--- src/rtl/div_pkg.sv ---
// -----------------------------------------------------------------------------
// div_pkg
// Shared definitions for the divider scheduler and related controllers.
//   DIV_AW / DIV_BW : dividend (and quotient) width / divisor (and remainder) width
//   DZ_QUOTIENT     : quotient reported for a divide-by-zero request
//   TAG_IDW         : requester-ID field width in a tag entry (covers up to 8 IDs)
//   tag_t           : one tag-pipe entry {v, id, dz, a_lo}
// -----------------------------------------------------------------------------
package div_pkg;

    localparam int          DIV_AW      = 8;
    localparam int          DIV_BW      = 5;
    localparam logic [7:0]  DZ_QUOTIENT = 8'hFF;
    localparam int          TAG_IDW     = 3;

    // a_lo keeps the low dividend bits so a divide-by-zero can report
    // the dividend as its remainder without involving the datapath.
    typedef struct packed {
        logic               v;
        logic [TAG_IDW-1:0] id;
        logic               dz;
        logic [DIV_BW-1:0]  a_lo;
    } tag_t;

endpackage

--- src/rtl/rr_arb.sv ---
// -----------------------------------------------------------------------------
// rr_arb
// Round-robin priority pick: grants the first requester at or after ptr_i,
// wrapping modulo N. Purely combinational.
//   req_i     : request vector
//   ptr_i     : highest-priority index this cycle (must be < N)
//   gnt_o     : one-hot grant (zero when no request)
//   gnt_idx_o : index of the granted requester (0 when none)
//   gnt_any_o : a grant was issued
// -----------------------------------------------------------------------------
module rr_arb #(
    parameter int N  = 4,
    parameter int PW = 2
) (
    input  logic [N-1:0]  req_i,
    input  logic [PW-1:0] ptr_i,
    output logic [N-1:0]  gnt_o,
    output logic [PW-1:0] gnt_idx_o,
    output logic          gnt_any_o
);

    always_comb begin
        int  idx;
        logic found;
        // NOTE: every output gets a default first so no path leaves it unassigned (no latch).
        gnt_o     = '0;
        gnt_idx_o = '0;
        gnt_any_o = 1'b0;
        found     = 1'b0;
        for (int off = 0; off < N; off++) begin
            // Wrap by subtraction; ptr_i < N keeps idx below 2N.
            idx = int'(ptr_i) + off;
            if (idx >= N) idx = idx - N;
            if (!found && req_i[idx]) begin
                found      = 1'b1;
                gnt_o[idx] = 1'b1;
                gnt_idx_o  = PW'(idx);
                gnt_any_o  = 1'b1;
            end
        end
    end

endmodule

--- src/rtl/div_sched.sv ---
// -----------------------------------------------------------------------------
// div_sched
// Shares one external 8/5-bit divider among NREQ requesters. One request is
// accepted per cycle (round-robin), issued to the divider, and its requester
// ID is carried through a LAT-deep tag pipe so the result returns to the
// right per-requester response slot. Each requester has at most one
// operation in flight; divide-by-zero is answered locally.
//   clk, rst                   : clock, synchronous active-high reset
//   i_req_valid/a/b            : per-requester request handshake and operands
//   o_req_ready                : one-hot accept (combinational)
//   o_div_valid/a/b            : issue to the divider datapath
//   i_div_q/r                  : divider result, LAT cycles after issue
//   o_rsp_valid/q/r/dz         : per-requester result slot
//   i_rsp_ready                : per-requester result consume
// -----------------------------------------------------------------------------
module div_sched
    import div_pkg::*;
#(
    parameter int NREQ = 4,
    parameter int LAT  = 1,
    parameter int IDW  = 2
) (
    input  logic                     clk,
    input  logic                     rst,
    input  logic [NREQ-1:0]          i_req_valid,
    input  logic [NREQ*DIV_AW-1:0]   i_req_a,
    input  logic [NREQ*DIV_BW-1:0]   i_req_b,
    output logic [NREQ-1:0]          o_req_ready,
    output logic [DIV_AW-1:0]        o_div_a,
    output logic [DIV_BW-1:0]        o_div_b,
    output logic                     o_div_valid,
    input  logic [DIV_AW-1:0]        i_div_q,
    input  logic [DIV_BW-1:0]        i_div_r,
    output logic [NREQ-1:0]          o_rsp_valid,
    output logic [NREQ*DIV_AW-1:0]   o_rsp_q,
    output logic [NREQ*DIV_BW-1:0]   o_rsp_r,
    output logic [NREQ-1:0]          o_rsp_dz,
    input  logic [NREQ-1:0]          i_rsp_ready
);

    logic [NREQ-1:0][DIV_AW-1:0] req_a_v;
    logic [NREQ-1:0][DIV_BW-1:0] req_b_v;

    logic [NREQ-1:0]             busy_q, busy_d;
    logic [IDW-1:0]              ptr_q, ptr_d;
    logic [NREQ-1:0]             rsp_valid_q, rsp_valid_d;
    logic [NREQ-1:0][DIV_AW-1:0] rsp_q_q, rsp_q_d;
    logic [NREQ-1:0][DIV_BW-1:0] rsp_r_q, rsp_r_d;
    logic [NREQ-1:0]             rsp_dz_q, rsp_dz_d;
    tag_t                        tag_q [LAT];
    tag_t                        new_tag;
    tag_t                        tail;

    logic [NREQ-1:0]             eligible;
    logic [IDW-1:0]              win_idx;
    logic                        win_any;

    assign req_a_v = i_req_a;
    assign req_b_v = i_req_b;

    // busy is registered, so a consume this cycle cannot re-grant the same
    // requester until the next cycle (and i_rsp_ready never reaches o_req_ready).
    assign eligible = i_req_valid & ~busy_q;

    rr_arb #(
        .N  (NREQ),
        .PW (IDW)
    ) u_arb (
        .req_i     (eligible),
        .ptr_i     (ptr_q),
        .gnt_o     (o_req_ready),
        .gnt_idx_o (win_idx),
        .gnt_any_o (win_any)
    );

    // Issue: a grant is always a transfer because eligibility includes valid.
    assign o_div_valid = win_any;
    assign o_div_a     = win_any ? req_a_v[win_idx] : '0;
    assign o_div_b     = win_any ? req_b_v[win_idx] : '0;

    always_comb begin
        new_tag      = '0;
        new_tag.v    = win_any;
        new_tag.id   = TAG_IDW'(win_idx);
        new_tag.dz   = win_any && (o_div_b == '0);
        new_tag.a_lo = o_div_a[DIV_BW-1:0];
    end

    assign tail = tag_q[LAT-1];

    always_comb begin
        busy_d      = (busy_q & ~(rsp_valid_q & i_rsp_ready)) | o_req_ready;
        ptr_d       = ptr_q;
        if (win_any) begin
            ptr_d = (win_idx == IDW'(NREQ - 1)) ? '0 : win_idx + IDW'(1);
        end
        rsp_valid_d = rsp_valid_q & ~i_rsp_ready;
        rsp_q_d     = rsp_q_q;
        rsp_r_d     = rsp_r_q;
        rsp_dz_d    = rsp_dz_q;
        // Busy guarantees the target slot is empty (or consumed this cycle).
        for (int k = 0; k < NREQ; k++) begin
            if (tail.v && (tail.id == TAG_IDW'(k))) begin
                rsp_valid_d[k] = 1'b1;
                rsp_q_d[k]     = tail.dz ? DZ_QUOTIENT : i_div_q;
                rsp_r_d[k]     = tail.dz ? tail.a_lo   : i_div_r;
                rsp_dz_d[k]    = tail.dz;
            end
        end
    end

    // NOTE: non-blocking assignments so every register samples pre-edge values.
    always_ff @(posedge clk) begin
        if (rst) begin
            busy_q      <= '0;
            ptr_q       <= '0;
            rsp_valid_q <= '0;
            // NOTE: result data is cleared too, so the outputs are defined right after reset.
            rsp_q_q     <= '0;
            rsp_r_q     <= '0;
            rsp_dz_q    <= '0;
            for (int i = 0; i < LAT; i++) tag_q[i] <= '0;
        end else begin
            busy_q      <= busy_d;
            ptr_q       <= ptr_d;
            rsp_valid_q <= rsp_valid_d;
            rsp_q_q     <= rsp_q_d;
            rsp_r_q     <= rsp_r_d;
            rsp_dz_q    <= rsp_dz_d;
            tag_q[0]    <= new_tag;
            for (int i = 1; i < LAT; i++) tag_q[i] <= tag_q[i-1];
        end
    end

    assign o_rsp_valid = rsp_valid_q;
    assign o_rsp_q     = rsp_q_q;
    assign o_rsp_r     = rsp_r_q;
    assign o_rsp_dz    = rsp_dz_q;

endmodule

--- config.mk ---
export PLATFORM = sky130hd
export DESIGN_NAME = div_sched
export DESIGN_NICKNAME = d
export VERILOG_FILES = /design/src/rtl/div_pkg.sv /design/src/rtl/rr_arb.sv /design/src/rtl/div_sched.sv
export SDC_FILE = /design/constraint.sdc
export NUM_CORES = 1
export LEC_CHECK = 0
export BUFFER_PORTS_ARGS = -buffer_cell sky130_fd_sc_hd__buf_2
export CORE_MARGIN = 2
export CORE_UTILIZATION = 49
export CTS_BUF_LIST = sky130_fd_sc_hd__clkbuf_4
export DETAILED_ROUTE_END_ITERATION = 8
export PLACE_DENSITY = 0.82
export REMOVE_ABC_BUFFERS = 1
export SYNTH_ARGS = -nofsm -noshare
export SYNTH_HDL_FRONTEND = slang
export SYNTH_HIERARCHICAL = 1
export SYNTH_SLANG_ARGS = --single-unit
--- constraint.sdc ---
create_clock -name clk -period 4.8 [get_ports clk]
set_clock_uncertainty 0.1 [all_clocks]
set_input_delay 0.72 -clock clk [delete_from_list [all_inputs] [get_ports clk]]
set_output_delay 0.72 -clock clk [all_outputs]
set_load 0.1 [all_outputs]
==> impl_metrics.csv <==
group,metric,value,unit
setup_path,critPathMaxFanout,15,
synthesis,netlist_top_cells_count,"nor2_1 (77), dfxtp_1 (75), a211oi_1 (52)",
clocking,cts_tree,"built",
setup_path,slowest_stage,"a32o_1",
synthesis,ys.flop_type,"dfxtp_1",
clocking,clk-insertion-delay-late,0.41,ns
setup_path,cp-start-kind,"flip-flop",
clocking,path_clk_slew,0.12,ns
placed_design,place_congestion,0.835,
setup_path,r2r-end,"tag_q[0][5]",
hold_path,hold_depth,2,
setup_path,reg2reg_slack,1.24,ns
placed_design,hpwlAfterDp,6390,µm
clocking,cts_max_level,3,
final_layout,fillers,594,
global_route,grt_pass1_vias,2875,
drt,drt-pass1-iter-count,5,
synthesis,synth_most_common_cell,"nor2_1",
timing,timing.final.ws_setup,0.350,ns
clocking,numCtsBuffers,9,
clocking,cts_sinks,75,
floorplan,std_cell_rows,30,
synthesis,synth-edff-count,0,
synthesis,yosys.area.top_type,"dfxtp_1",
floorplan,die_area,7770,µm²
timing,timing.fmax,225,MHz
hold_path,worstHoldStart,"o_rsp_dz[0]",
final_layout,layout.nets,572,
drt,detail_route.vias_per_cell,5.36,
final_layout,final_area,4410,µm²
synthesis,ys_async_sr_fraction,0,
timing,setup_viol,0,
setup_path,path_cells,"inv_1, ha_1, mux4_2, o311ai_0, a32o_1, mux4_2, and2_1, buf_2",
placed_design,post_dp_cell_area,4250,µm²
clocking,ctsResizeCount,0,
synthesis,synth.distinct_cells,34,
timing,hold_viol_final,0,
drt,routed_wl,8710,µm
global_route,grt.overflow.total,0,
clocking,root_buffer,"clkbuf_4",
final_layout,drive_gt1_frac,0.396,
global_route,grt_first_pass_wirelength,13500,µm
setup_path,slowest_delay,0.65,ns
timing,drv_slew,0,
placed_design,port_buffers,152,
hold_path,hold_path_end,"o_rsp_dz[0]",
hold_path,hold_class,"flip-flop to flip-flop",
timing,worstMarginPinSlew,1.09,ns
status,status,"finished clean",
setup_path,worstSetupPathType,"flip-flop to output pin",
synthesis,syn_avg_cell_area,9.83,µm²
setup_path,end_kind,"output pin",
clocking,post_cts_buffers,0,
final_layout,diodes,0,
clocking,clk_path_buf_depth,2,
drt,drcViolationCount,0,
synthesis,yosysTopAreaCellShare,0.433,
clocking,ctsHoldBuffers,0,
synthesis,syn_area,3470,µm²
placed_design,dp_slack,0.435,ns
drt,avgRoutedWirePerCell,14.8,µm
floorplan,core,6830,µm²
floorplan,die_h,88.2,µm
run,maxCapViolCount,0,
synthesis,synth_area_leaders,"dfxtp_1 (43%), a211oi_1 (11%), mux4_2 (9.1%)",
timing,max_slew_margin,0.275,
synthesis,ys.warnings.count,6,
timing,fin_crit_sh,0.927,
floorplan,ios,153,
global_route,grt_use_total,0.225,
timing,rsz0062_at_grt,"false",
setup_path,path_common_cell,"mux4_2",
global_route,antenna_found_initial,0,
setup_path,cp.required,3.98,ns
final_layout,syn2layout_area_growth,27.1,%
floorplan,start_util,0.508,
synthesis,ys_seq_elements,75,
timing,period_minus_slack,4.45,ns
drt,vias,3157,
setup_path,r2r_cells,8,
global_route,grt_max_degree,69,
floorplan,die_w,88.2,µm
setup_path,arrival,3.63,ns
drt,drt-initial-drc-count,142,
synthesis,yosysSeqAreaShare,0.433,
setup_path,r2r-start,"ptr_q[1]",
synthesis,syn_inst,353,
drt,drtAntennaViolNets,0,
## through the flow
step	util	cells	hold WS, ns	TNS (ns)
3_5_place_dp	0.621	573	0.379	0
6_report	0.646	589	0.401	0
2_1_floorplan	-	319	0.357	-10.82
5_1_grt	0.646	589	0.419	0
3_3_place_gp	0.621	573	0.369	0
4_1_cts	0.646	589	0.405	0
## routing by layer
metal  GRT usage  up-vias  share of wire
li1            -     1530              -
met1       0.280     1446           0.42
met5           0        -              0
met3      0.0481       11          0.084
met4      0.0840        0          0.014
met2       0.383      170           0.48
## cell usage in the layout (no fill, tap or decap)
cell / netlist / layout
nor3_2: 1 / 1
and3_1: 1 / 1
o21ai_0: 5 / 5
bufinv_16: 0 / 2
a211oi_1: 52 / 52
nor4b_4: 1 / 1
nor3b_2: 0 / 1
nor4_1: 1 / 1
nand2b_1: 1 / 1
nor2_1: 77 / 77
and3b_1: 2 / 2
a21oi_1: 9 / 9
and2_1: 18 / 18
dfxtp_1: 75 / 75
o311ai_0: 1 / 1
clkinv_4: 0 / 2
and2b_2: 1 / 1
clkbuf_4: 0 / 10
clkinvlp_4: 0 / 1
buf_2: 1 / 152
nor2b_1: 7 / 7
a32o_1: 1 / 1
nor3_1: 1 / 1
buf_4: 5 / 6
mux4_2: 14 / 14
a22oi_1: 8 / 8
mux4_1: 3 / 3
o31ai_4: 0 / 1
inv_1: 8 / 8
nand2_1: 5 / 5
or4b_1: 1 / 1
ha_1: 9 / 9
mux2i_1: 12 / 12
clkinv_2: 0 / 1
mux2_2: 2 / 2
o211ai_1: 1 / 1
## state kept, by name, indices dropped and copies added, names as in the netlist
| signal | cells |
|---|---|
| o_rsp_valid | 4 |
| o_rsp_dz | 4 |
| ptr_q | 2 |
| busy_q | 4 |
| tag_q | 9 |
| o_rsp_r | 20 |
| o_rsp_q | 32 |
## final cells by class
cell class / count / area, µm² / share of cell area
clock buffer: 10 / 75.1 / 0.0170
clock inverter: 6 / 90.1 / 0.0204
inverter: 8 / 30.0 / 0.00681
multi-input combinational: 236 / 1790 / 0.405
sequential: 75 / 1500 / 0.340
tap: 96 / 120 / 0.0272
timing repair buffer: 158 / 806 / 0.183
## worst max-delay path by stage
stage | start | to | slack (ns) | cells past startpoint
2_1_floorplan | i_req_valid[2] | o_div_b[1] | -0.80 | 5
3_3_place_gp | i_req_valid[2] | o_div_b[1] | 0.52 | 8
3_5_place_dp | i_req_valid[2] | o_div_b[1] | 0.43 | 8
4_1_cts | ptr_q[1] | o_div_b[1] | 0.33 | 8
5_1_grt | ptr_q[1] | o_div_b[1] | 0.14 | 8
6_report | ptr_q[1] | o_div_b[2] | 0.35 | 8
## critical path: cells and delay by family, from the launching register on
| kind | cells | cell delay [ns] |
|---|---|---|
| AO/OA/AOI/OAI | 2 | 1.04 |
| multiplexers | 2 | 0.79 |
| buffers and inverters | 2 | 0.54 |
| adder cells (fa/ha/maj) | 1 | 0.38 |
| flip-flops | 1 | 0.34 |
| AND/OR/NAND/NOR | 1 | 0.13 |
## cells by family (layout without fill, tap and decap cells)
family,count (synthesis),in the layout,synth area share
buf+inv,42,182,0.0577
simple gates,118,118,0.163
fa+ha+maj,9,9,0.0324
compound gates,78,78,0.160
flops,75,75,0.433
mux,31,31,0.155
Power is left out: the tool's default activity adds up to more than one toggle a clock period on the data nets, which glitch-free logic cannot reach.
